### src/rtl/cmd_arb_pkg.sv
// Shared types and constants for the packet-aware command stream arbiter.
package cmd_arb_pkg;

    typedef enum logic [1:0] {
        IDLE  = 2'd0,
        GRANT = 2'd1,
        DRAIN = 2'd2
    } arb_state_e;

    localparam logic [31:0] NOP_WORD = 32'h0;

    // Index width for S_COUNT sources; never narrower than one bit.
    function automatic int grant_width(input int s_count);
        return (s_count > 1) ? $clog2(s_count) : 1;
    endfunction

endpackage

### src/rtl/cmd_stream_arbiter_rr_pick.sv
// Combinational round-robin picker: first requester after last_grant, wrapping.
module rr_pick #(
    parameter int S_COUNT = 2,
    parameter int GRANT_W = 1
) (
    input  logic [S_COUNT-1:0] req,
    input  logic [GRANT_W-1:0] last_grant,
    output logic [GRANT_W-1:0] winner,
    output logic               any_req
);

    logic [2*S_COUNT-1:0] req_dbl;
    logic [S_COUNT-1:0]   req_rot;
    int                   offset;
    int                   pos;

    // Rotating a doubled copy puts last_grant+1 at bit 0, so priority is simply lowest bit.
    assign req_dbl = {req, req};
    assign req_rot = S_COUNT'(req_dbl >> (int'(last_grant) + 1));
    assign any_req = |req;

    always_comb begin
        offset = 0;
        for (int j = S_COUNT - 1; j >= 0; j--) begin
            if (req_rot[j]) begin
                offset = j;
            end
        end
        pos = int'(last_grant) + 1 + offset;
        if (pos >= S_COUNT) begin
            pos = pos - S_COUNT;
        end
        winner = GRANT_W'(pos);
    end

endmodule

### src/rtl/cmd_stream_arbiter.sv
// Packet-aware round-robin arbiter sharing one AXIS command bus between S_COUNT hosts.
// Optional mid-packet stall timeout with NOP terminator and drain: define ARB_TIMEOUT_EN.
module cmd_stream_arbiter
    import cmd_arb_pkg::*;
#(
    parameter int S_COUNT        = 2,
    parameter int DATA_WIDTH     = 32,
    parameter int TIMEOUT_CYCLES = 65535
) (
    input  logic                          aclk,
    input  logic                          rst,
    input  logic [S_COUNT-1:0]            s_axis_tvalid,
    output logic [S_COUNT-1:0]            s_axis_tready,
    input  logic [S_COUNT-1:0]            s_axis_tlast,
    input  logic [S_COUNT*DATA_WIDTH-1:0] s_axis_tdata,
    output logic                          m_axis_tvalid,
    input  logic                          m_axis_tready,
    output logic                          m_axis_tlast,
    output logic [DATA_WIDTH-1:0]         m_axis_tdata,
    output logic                          grant_valid,
    output logic [$clog2(S_COUNT)-1:0]    grant_idx,
    output logic                          timeout_err
);

    localparam int GRANT_W = grant_width(S_COUNT);

    arb_state_e            state_reg;
    logic [GRANT_W-1:0]    grant_idx_reg;
    logic [GRANT_W-1:0]    last_grant_reg;
    logic [GRANT_W-1:0]    pick_idx;
    logic                  any_req;
    logic                  grant_valid_reg;
    logic                  m_valid_reg;
    logic                  m_last_reg;
    logic [DATA_WIDTH-1:0] m_data_reg;
    logic [DATA_WIDTH-1:0] src_data [S_COUNT];
    logic [DATA_WIDTH-1:0] sel_data;
    logic                  sel_valid;
    logic                  sel_last;
    logic                  out_free;
    logic                  port_open;
    logic                  accept;

    genvar gi;
    generate
        for (gi = 0; gi < S_COUNT; gi++) begin : g_src
            assign src_data[gi]      = s_axis_tdata[gi*DATA_WIDTH +: DATA_WIDTH];
            assign s_axis_tready[gi] = port_open && (grant_idx_reg == GRANT_W'(gi));
        end
    endgenerate

    rr_pick #(
        .S_COUNT (S_COUNT),
        .GRANT_W (GRANT_W)
    ) u_rr_pick (
        .req        (s_axis_tvalid),
        .last_grant (last_grant_reg),
        .winner     (pick_idx),
        .any_req    (any_req)
    );

    assign sel_valid = s_axis_tvalid[grant_idx_reg];
    assign sel_last  = s_axis_tlast[grant_idx_reg];
    assign sel_data  = src_data[grant_idx_reg];
    assign out_free  = !m_valid_reg || m_axis_tready;
    assign accept    = (state_reg == GRANT) && sel_valid && out_free;

`ifdef ARB_TIMEOUT_EN
    localparam logic [15:0] STALL_LIMIT = 16'(TIMEOUT_CYCLES - 1);

    logic [15:0] stall_cnt_reg;
    logic        timeout_err_reg;
    logic        fire;

    // Fire only on a stalled cycle with a free output slot, so the NOP never overwrites a beat.
    assign fire        = (state_reg == GRANT) && !sel_valid && out_free && (stall_cnt_reg == STALL_LIMIT);
    assign port_open   = ((state_reg == GRANT) && out_free) || (state_reg == DRAIN);
    assign timeout_err = timeout_err_reg;
`else
    assign port_open   = (state_reg == GRANT) && out_free;
    assign timeout_err = (TIMEOUT_CYCLES < 0);
`endif

    always_ff @(posedge aclk or posedge rst) begin
        if (rst) begin
            state_reg       <= IDLE;
            grant_idx_reg   <= '0;
            last_grant_reg  <= GRANT_W'(S_COUNT - 1);
            grant_valid_reg <= 1'b0;
            m_valid_reg     <= 1'b0;
            m_last_reg      <= 1'b0;
            m_data_reg      <= DATA_WIDTH'(NOP_WORD);
`ifdef ARB_TIMEOUT_EN
            stall_cnt_reg   <= '0;
            timeout_err_reg <= 1'b0;
`endif
        end else begin
            if (accept) begin
                m_valid_reg <= 1'b1;
                m_data_reg  <= sel_data;
                m_last_reg  <= sel_last;
            end else if (m_axis_tready) begin
                m_valid_reg <= 1'b0;
            end

            case (state_reg)
                IDLE: begin
                    if (any_req) begin
                        grant_idx_reg   <= pick_idx;
                        grant_valid_reg <= 1'b1;
                        state_reg       <= GRANT;
                    end
                end
                GRANT: begin
                    if (accept && sel_last) begin
                        last_grant_reg  <= grant_idx_reg;
                        grant_valid_reg <= 1'b0;
                        state_reg       <= IDLE;
                    end
                end
`ifdef ARB_TIMEOUT_EN
                DRAIN: begin
                    if (sel_valid && sel_last) begin
                        last_grant_reg  <= grant_idx_reg;
                        grant_valid_reg <= 1'b0;
                        state_reg       <= IDLE;
                    end
                end
`endif
                default: state_reg <= IDLE;
            endcase

`ifdef ARB_TIMEOUT_EN
            timeout_err_reg <= 1'b0;
            if (state_reg != GRANT || accept || fire) begin
                stall_cnt_reg <= '0;
            end else if (!sel_valid && stall_cnt_reg != STALL_LIMIT) begin
                stall_cnt_reg <= stall_cnt_reg + 16'd1;
            end
            // NOP terminator closes the partial packet for the parser; the rest is drained.
            if (fire) begin
                timeout_err_reg <= 1'b1;
                m_valid_reg     <= 1'b1;
                m_last_reg      <= 1'b1;
                m_data_reg      <= DATA_WIDTH'(NOP_WORD);
                state_reg       <= DRAIN;
            end
`endif
        end
    end

    assign m_axis_tvalid = m_valid_reg;
    assign m_axis_tlast  = m_last_reg;
    assign m_axis_tdata  = m_data_reg;
    assign grant_valid   = grant_valid_reg;
    assign grant_idx     = grant_idx_reg;

endmodule
### config.mk
export PLATFORM = sky130hd
export DESIGN_NAME = cmd_stream_arbiter
export DESIGN_NICKNAME = d
export VERILOG_FILES = /design/src/rtl/cmd_arb_pkg.sv /design/src/rtl/cmd_stream_arbiter_rr_pick.sv /design/src/rtl/cmd_stream_arbiter.sv
export SDC_FILE = /design/constraint.sdc
export NUM_CORES = 1
export LEC_CHECK = 0
export BUFFER_PORTS_ARGS = -buffer_cell sky130_fd_sc_hd__buf_2
export CAP_MARGIN = 30
export CORE_AREA = 2 2 51 101
export DETAILED_ROUTE_END_ITERATION = 8
export DIE_AREA = 0 0 53 103
export PLACE_DENSITY_LB_ADDON = 0.25
export SLEW_MARGIN = 10
export SYNTH_ARGS = -nofsm -noshare
export SYNTH_HDL_FRONTEND = slang
export SYNTH_SLANG_ARGS = --single-unit
export TNS_END_PERCENT = 1
### constraint.sdc
create_clock -name aclk -period 1.9 [get_ports aclk]
set_clock_uncertainty 0.05 [all_clocks]
set_input_delay 0.095 -clock aclk [delete_from_list [all_inputs] [get_ports aclk]]
set_output_delay 0.095 -clock aclk [all_outputs]
set_load 0.05 [all_outputs]
* Word-level counts from Yosys, hierarchy flattened *
Cells that the tools add are included.

operators by class
  add/subtract/negate cells = 3
  multiply operators = 0
  div/mod/pow operators = 0
  magnitude comparators = 3
  equal/unequal tests = 3
  shifts and indexed selects = 1
  muxes and demuxes = 18
  bitwise gates (word level) = 2
  reductions and logical operators = 16

operator list
  kind                                                    number
  two-way mux 32 bit                                      3
  >= comparator 32 x 3 -> 1 bit (second input constant)   1
  two-way mux 1 bit                                       11
  logical AND 1 bit                                       6
  AND reduction 2 bit                                     3
  two-way mux 2 bit                                       2
  one-hot mux 2 bit (2 select lines)                      1
  nonzero test 2 bit                                      2
  >> shifter 4 x 2 -> 2 bit                               1
  adder 2 x 1 -> 3 bit                                    1
  AND reduction 3 bit                                     1
  adder 1 x 1 -> 2 bit (second input constant)            1
  equality test 2 x 1 -> 1 bit (second input constant)    1
  >= comparator 2 bit (second input constant)             1
  logical NOT 2 bit                                       1
  < comparator 1 x 2 -> 1 bit (second input constant)     1
  inequality test 2 x 1 -> 1 bit (second input constant)  1
  inequality test 2 bit (second input constant)           1
  inverter 1 -> 2 bit                                     1
  one-hot mux 1 bit (2 select lines)                      1
  OR reduction 2 bit                                      1
  logical NOT 1 bit                                       1
  logical OR 1 bit                                        1
  inverter 1 bit                                          1
  subtractor 1 bit (second input constant)                1

word-level totals
  flip-flop bits (word level) = 39
  bits in latches = 0
  RAM bits = 0
  ROM bits = 0
  output and inout port bits = 39
  memories = 0

* Logic depth before layout (Yosys ltp) *
  depth after elaboration = 7
  depth in mapped cells = 5
  gate-level depth less buffers = 3

* By module *
A second synthesis with hierarchy kept.

second synthesis, totals
  cells, all modules = 134
  area, all modules = 1,873.0 sq um

modules (own cells, without submodules)
  module              times used  cells an instance  area each (sq um)  seq. area each (sq um)
  cmd_stream_arbiter  1           130                1,851.8            927.1
  rr_pick             1           4                  21.3               0.0

* Worst setup path before layout *
OpenSTA, ideal clock, no wires.

  kind = flip-flop to output port
  start = register m_valid_reg (netlist: m_axis_tvalid)
  end = output s_axis_tready[0]
  data arrival time = 1.897 ns
  data required time = 1.755 ns
  path slack = -0.142 ns
  cell stages (with the launch flop) = 6
  cell sequence = dfrtp_1 -> nand2b_1 -> buf_2 -> clkbuf_1 -> nand2_1 -> nor2_1

on the way
  cells in the longest elaborated chain, start to end = 4

ends and longest elaborated chain
  item                    line                       source
  start, declared         cmd_stream_arbiter.sv:33   logic m_valid_reg;
  start signal, assigned  cmd_stream_arbiter.sv:90   m_valid_reg <= 1'b0;
  start signal, assigned  cmd_stream_arbiter.sv:99   m_valid_reg <= 1'b1;
  start signal, assigned  cmd_stream_arbiter.sv:103  m_valid_reg <= 1'b0;
  logical NOT 1 bit       cmd_stream_arbiter.sv:65   assign out_free = !m_valid_reg || m_axis_tready;
  logical OR 1 bit        cmd_stream_arbiter.sv:65
  logical AND 1 bit       cmd_stream_arbiter.sv:80   assign port_open = (state_reg == GRANT) && out_free;
  logical AND 1 bit       cmd_stream_arbiter.sv:48   assign s_axis_tready[gi] = port_open && (grant_idx_reg == GRANT_W'(gi));
  end, declared           cmd_stream_arbiter.sv:13   output logic [S_COUNT-1:0] s_axis_tready,

Every way passes these cells.

* Worst setup path in the final report *
  start = register grant_idx_reg (netlist: grant_idx)
  end = output s_axis_tready[1]

on the way
  cells in the longest elaborated chain, start to end = 1

ends and longest elaborated chain
  item                    line                       source
  start, declared         cmd_stream_arbiter.sv:28   logic [GRANT_W-1:0] grant_idx_reg;
  start signal, assigned  cmd_stream_arbiter.sv:109  grant_idx_reg <= pick_idx;
  logical AND 1 bit       cmd_stream_arbiter.sv:48

Every way passes these cells.

==> results.py <==
metrics = {
    "power": {
        "p_per_area_nw_per_um2": 2130,
        "power_mw": 5.78,
        "switching_share": 0.539,
        "power.internal_mw": 2.66,
        "vdd_ir_drop_max_mv": 1.52,
        "power.clock.fraction": 0.121,
        "p_sw_mw": 3.11,
        "seqPwrFrac": 0.241,
        "p_leak_nw": 1.28,
        "combPwrFrac": 0.639,
    },
    "timing": {
        "maxSlewViolCount": 0,
        "setup_tns_ps": 0,
        "setup_viol": 0,
        "slew-limit-headroom": 0.553,
        "min_period_ps": 1800,
        "worst_pin_slew_ps": 670,
        "finalCritPeriodShare": 0.946,
        "rsz0062_at_grt": "false",
        "fmax_ghz": 0.557,
        "hold_viol": 0,
    },
    "setup_path": {
        "arrival_ps": 1650,
        "cp-end-kind": "primary output",
        "slowest_stage": "buf_4",
        "path_buf_inv": 2,
        "critPathKind": "reg2out",
        "critPathTopFamily": "buffers and inverters",
        "required_ps": 1750,
        "startpoint_type": "flop",
        "path_cells": "buf_4, and3_1, buf_2",
        "cpPeakStageDelay_ps": 500,
        "critPathMaxFanout": 38,
    },
    "clock_tree": {
        "cts_max_path_buffers": 2,
        "cts_root_buffer": "clkbuf_8",
        "clk_pin_slew_ps": 70,
        "cts_max_level": 2,
        "clock_latency_ps": 280,
        "numCtsBuffers": 5,
        "cts_tree": "done",
        "clock-sinks": 37,
        "post_cts_buffers": 0,
    },
    "layout": {
        "drive_above_1_share": 0.569,
        "final_cell_mix": "buf_2, dfrtp_1, mux2i_1, a31oi_1, a21oi_2",
        "multiInputGateArea_um2": 988,
        "largest_reg_flops": 32,
        "post-route-util": 0.573,
        "layout_commonest_cell": "buf_2",
        "finalNetCount": 346,
        "area_growth_pct": 32.5,
        "num_antenna_cells": 0,
        "regArea_um2": 928,
        "fill_cells": 445,
    },
    "routing": {
        "drtIter0Drc": 28,
        "routed_wl_mm": 4.80,
        "drc": 0,
        "wl_per_cell_um": 14.4,
        "vias": 1781,
        "detail-route-antenna-nets": 0,
        "avgViaCountPerCell": 5.35,
        "firstDrtPassIters": 4,
    },
    "global_routing": {
        "grt_max_degree": 40,
        "grt_util_met3": 0.0348,
        "use_met2": 0.325,
        "grt-ovfl-total": 0,
        "top_usage_layer": "met2",
        "grt_pass1_wl_mm": 7.60,
        "grt_pass1_vias": 1727,
        "grt.total_usage": 0.181,
        "antenna_found_initial": 0,
        "met1_usage": 0.214,
    },
    "synth": {
        "netlist_instances": 173,
        "syn_nets": 244,
        "syn-mean-instance-area_um2": 11.8,
        "synth_sequential_area_ratio": 0.453,
        "synth_cell_types": 26,
        "yosysWarnings": 0,
        "synth_area_um2": 2050,
        "ys_seq_elements": 37,
    },
    "outcome": {
        "status": "complete, no violations",
    },
    "placement": {
        "dpl.hpwl_mm": 3.34,
        "portBuffers": 108,
        "place.gp.congestion": 0.708,
    },
    "floorplan": {
        "dieArea_um2": 5460,
        "rows": 36,
        "fp.dieH_um": 103,
        "io_pins": 110,
        "core_area_um2": 4730,
        "die_w_um": 53,
        "start_util": 0.433,
    },
    "hold_path": {
        "hp-class": "in2reg",
    },
    "run": {
        "drv_cap": 0,
    },
}
## power by group through the flow
| stage | Clock (mW) | Sequential (mW) | Combinational [mW] |
|---|---|---|---|
| after floorplan | 0 | 2.70 | 1.76 |
| after global placement | 0 | 1.41 | 3.65 |
| after detailed placement | 0 | 1.40 | 3.72 |
| after CTS | 0.716 | 1.39 | 3.73 |
| after global routing | 0.748 | 1.44 | 3.91 |
| final | 0.697 | 1.39 | 3.69 |
## through the flow
stage | hold slack [ps] | worst slack [ps] | std cells | cell area (µm²)
finish | 42.2 | 103 | 333 | 2710
global route | 33.6 | 29.0 | 333 | 2710
CTS | 36.5 | 75.2 | 333 | 2710
detailed placement | 63.1 | 172 | 324 | 2580
global placement | 38.9 | 193 | 324 | 2580
floorplan | 170 | 65.7 | 173 | 2050
## cell usage after synthesis (all sizes together)
library cell / n / area, µm²
and3: 2 / 17.5
nand2: 4 / 15.0
clkbuf: 9 / 33.8
inv: 3 / 11.3
nand3: 1 / 5.00
mux2i: 32 / 320
nor2: 1 / 3.75
a32o: 2 / 20.0
buf: 11 / 88.8
a21oi: 32 / 348
o21ai: 1 / 5.00
a31oi: 32 / 200
mux2: 2 / 26.3
nand2b: 1 / 6.26
nand4: 1 / 6.26
dfstp: 1 / 26.3
dfrtp: 36 / 901
o31a: 1 / 8.76
conb: 1 / 3.75
## cells by family after synthesis
logic type / Yosys count / share of synthesized area
compound gates: 68 / 0.284
flops: 37 / 0.453
mux: 34 / 0.169
buf+inv: 23 / 0.0654
simple gates: 10 / 0.0263
other cells: 1 / 0.00183
## cell type report
| cell class | instances | share of cell area |
|---|---|---|
| Inverter | 3 | 0.00415 |
| Timing Repair Buffer | 115 | 0.220 |
| Clock buffer | 7 | 0.0318 |
| Sequential cell | 37 | 0.342 |
| Tap cell | 57 | 0.0263 |
| Multi-Input combinational cell | 113 | 0.365 |
| Clock inverter | 1 | 0.0111 |
## per-layer routing
metal | up-vias | part of all wire
met1 | 846 | 0.39
met3 | 4 | 0.077
li1 | 850 | -
met4 | 0 | 0.0083
met2 | 81 | 0.53
met5 | - | 0
## worst register-to-register path: stages, from the launching register on
cell and delay [ps]:
dfrtp_2 410, mux2_4 290, and3_4 660, a32o_1 270
## final timing paths
| check | slack (ps) | start | endpoint | cells after the start |
|---|---|---|---|---|
| setup / recovery | 100 | grant_idx | s_axis_tready[1] | 3 |
| hold / removal | 40 | s_axis_tvalid[1] | grant_valid | 2 |
| setup reg to reg | 170 | grant_idx | last_grant_reg | 3 |
| hold reg to reg | 460 | m_axis_tdata[13] | m_axis_tdata[13] | 2 |
| max in group asynchronous | 890 | rst | last_grant_reg | 4 |
| min in group asynchronous | 290 | rst | m_axis_tdata[14] | 3 |
## what timing repair did
item	CTS	global route
resized for setup	0	0
endpoints found under the hold margin	9	0
hold buffers	1	0
Power figures use the tool's default switching activity.
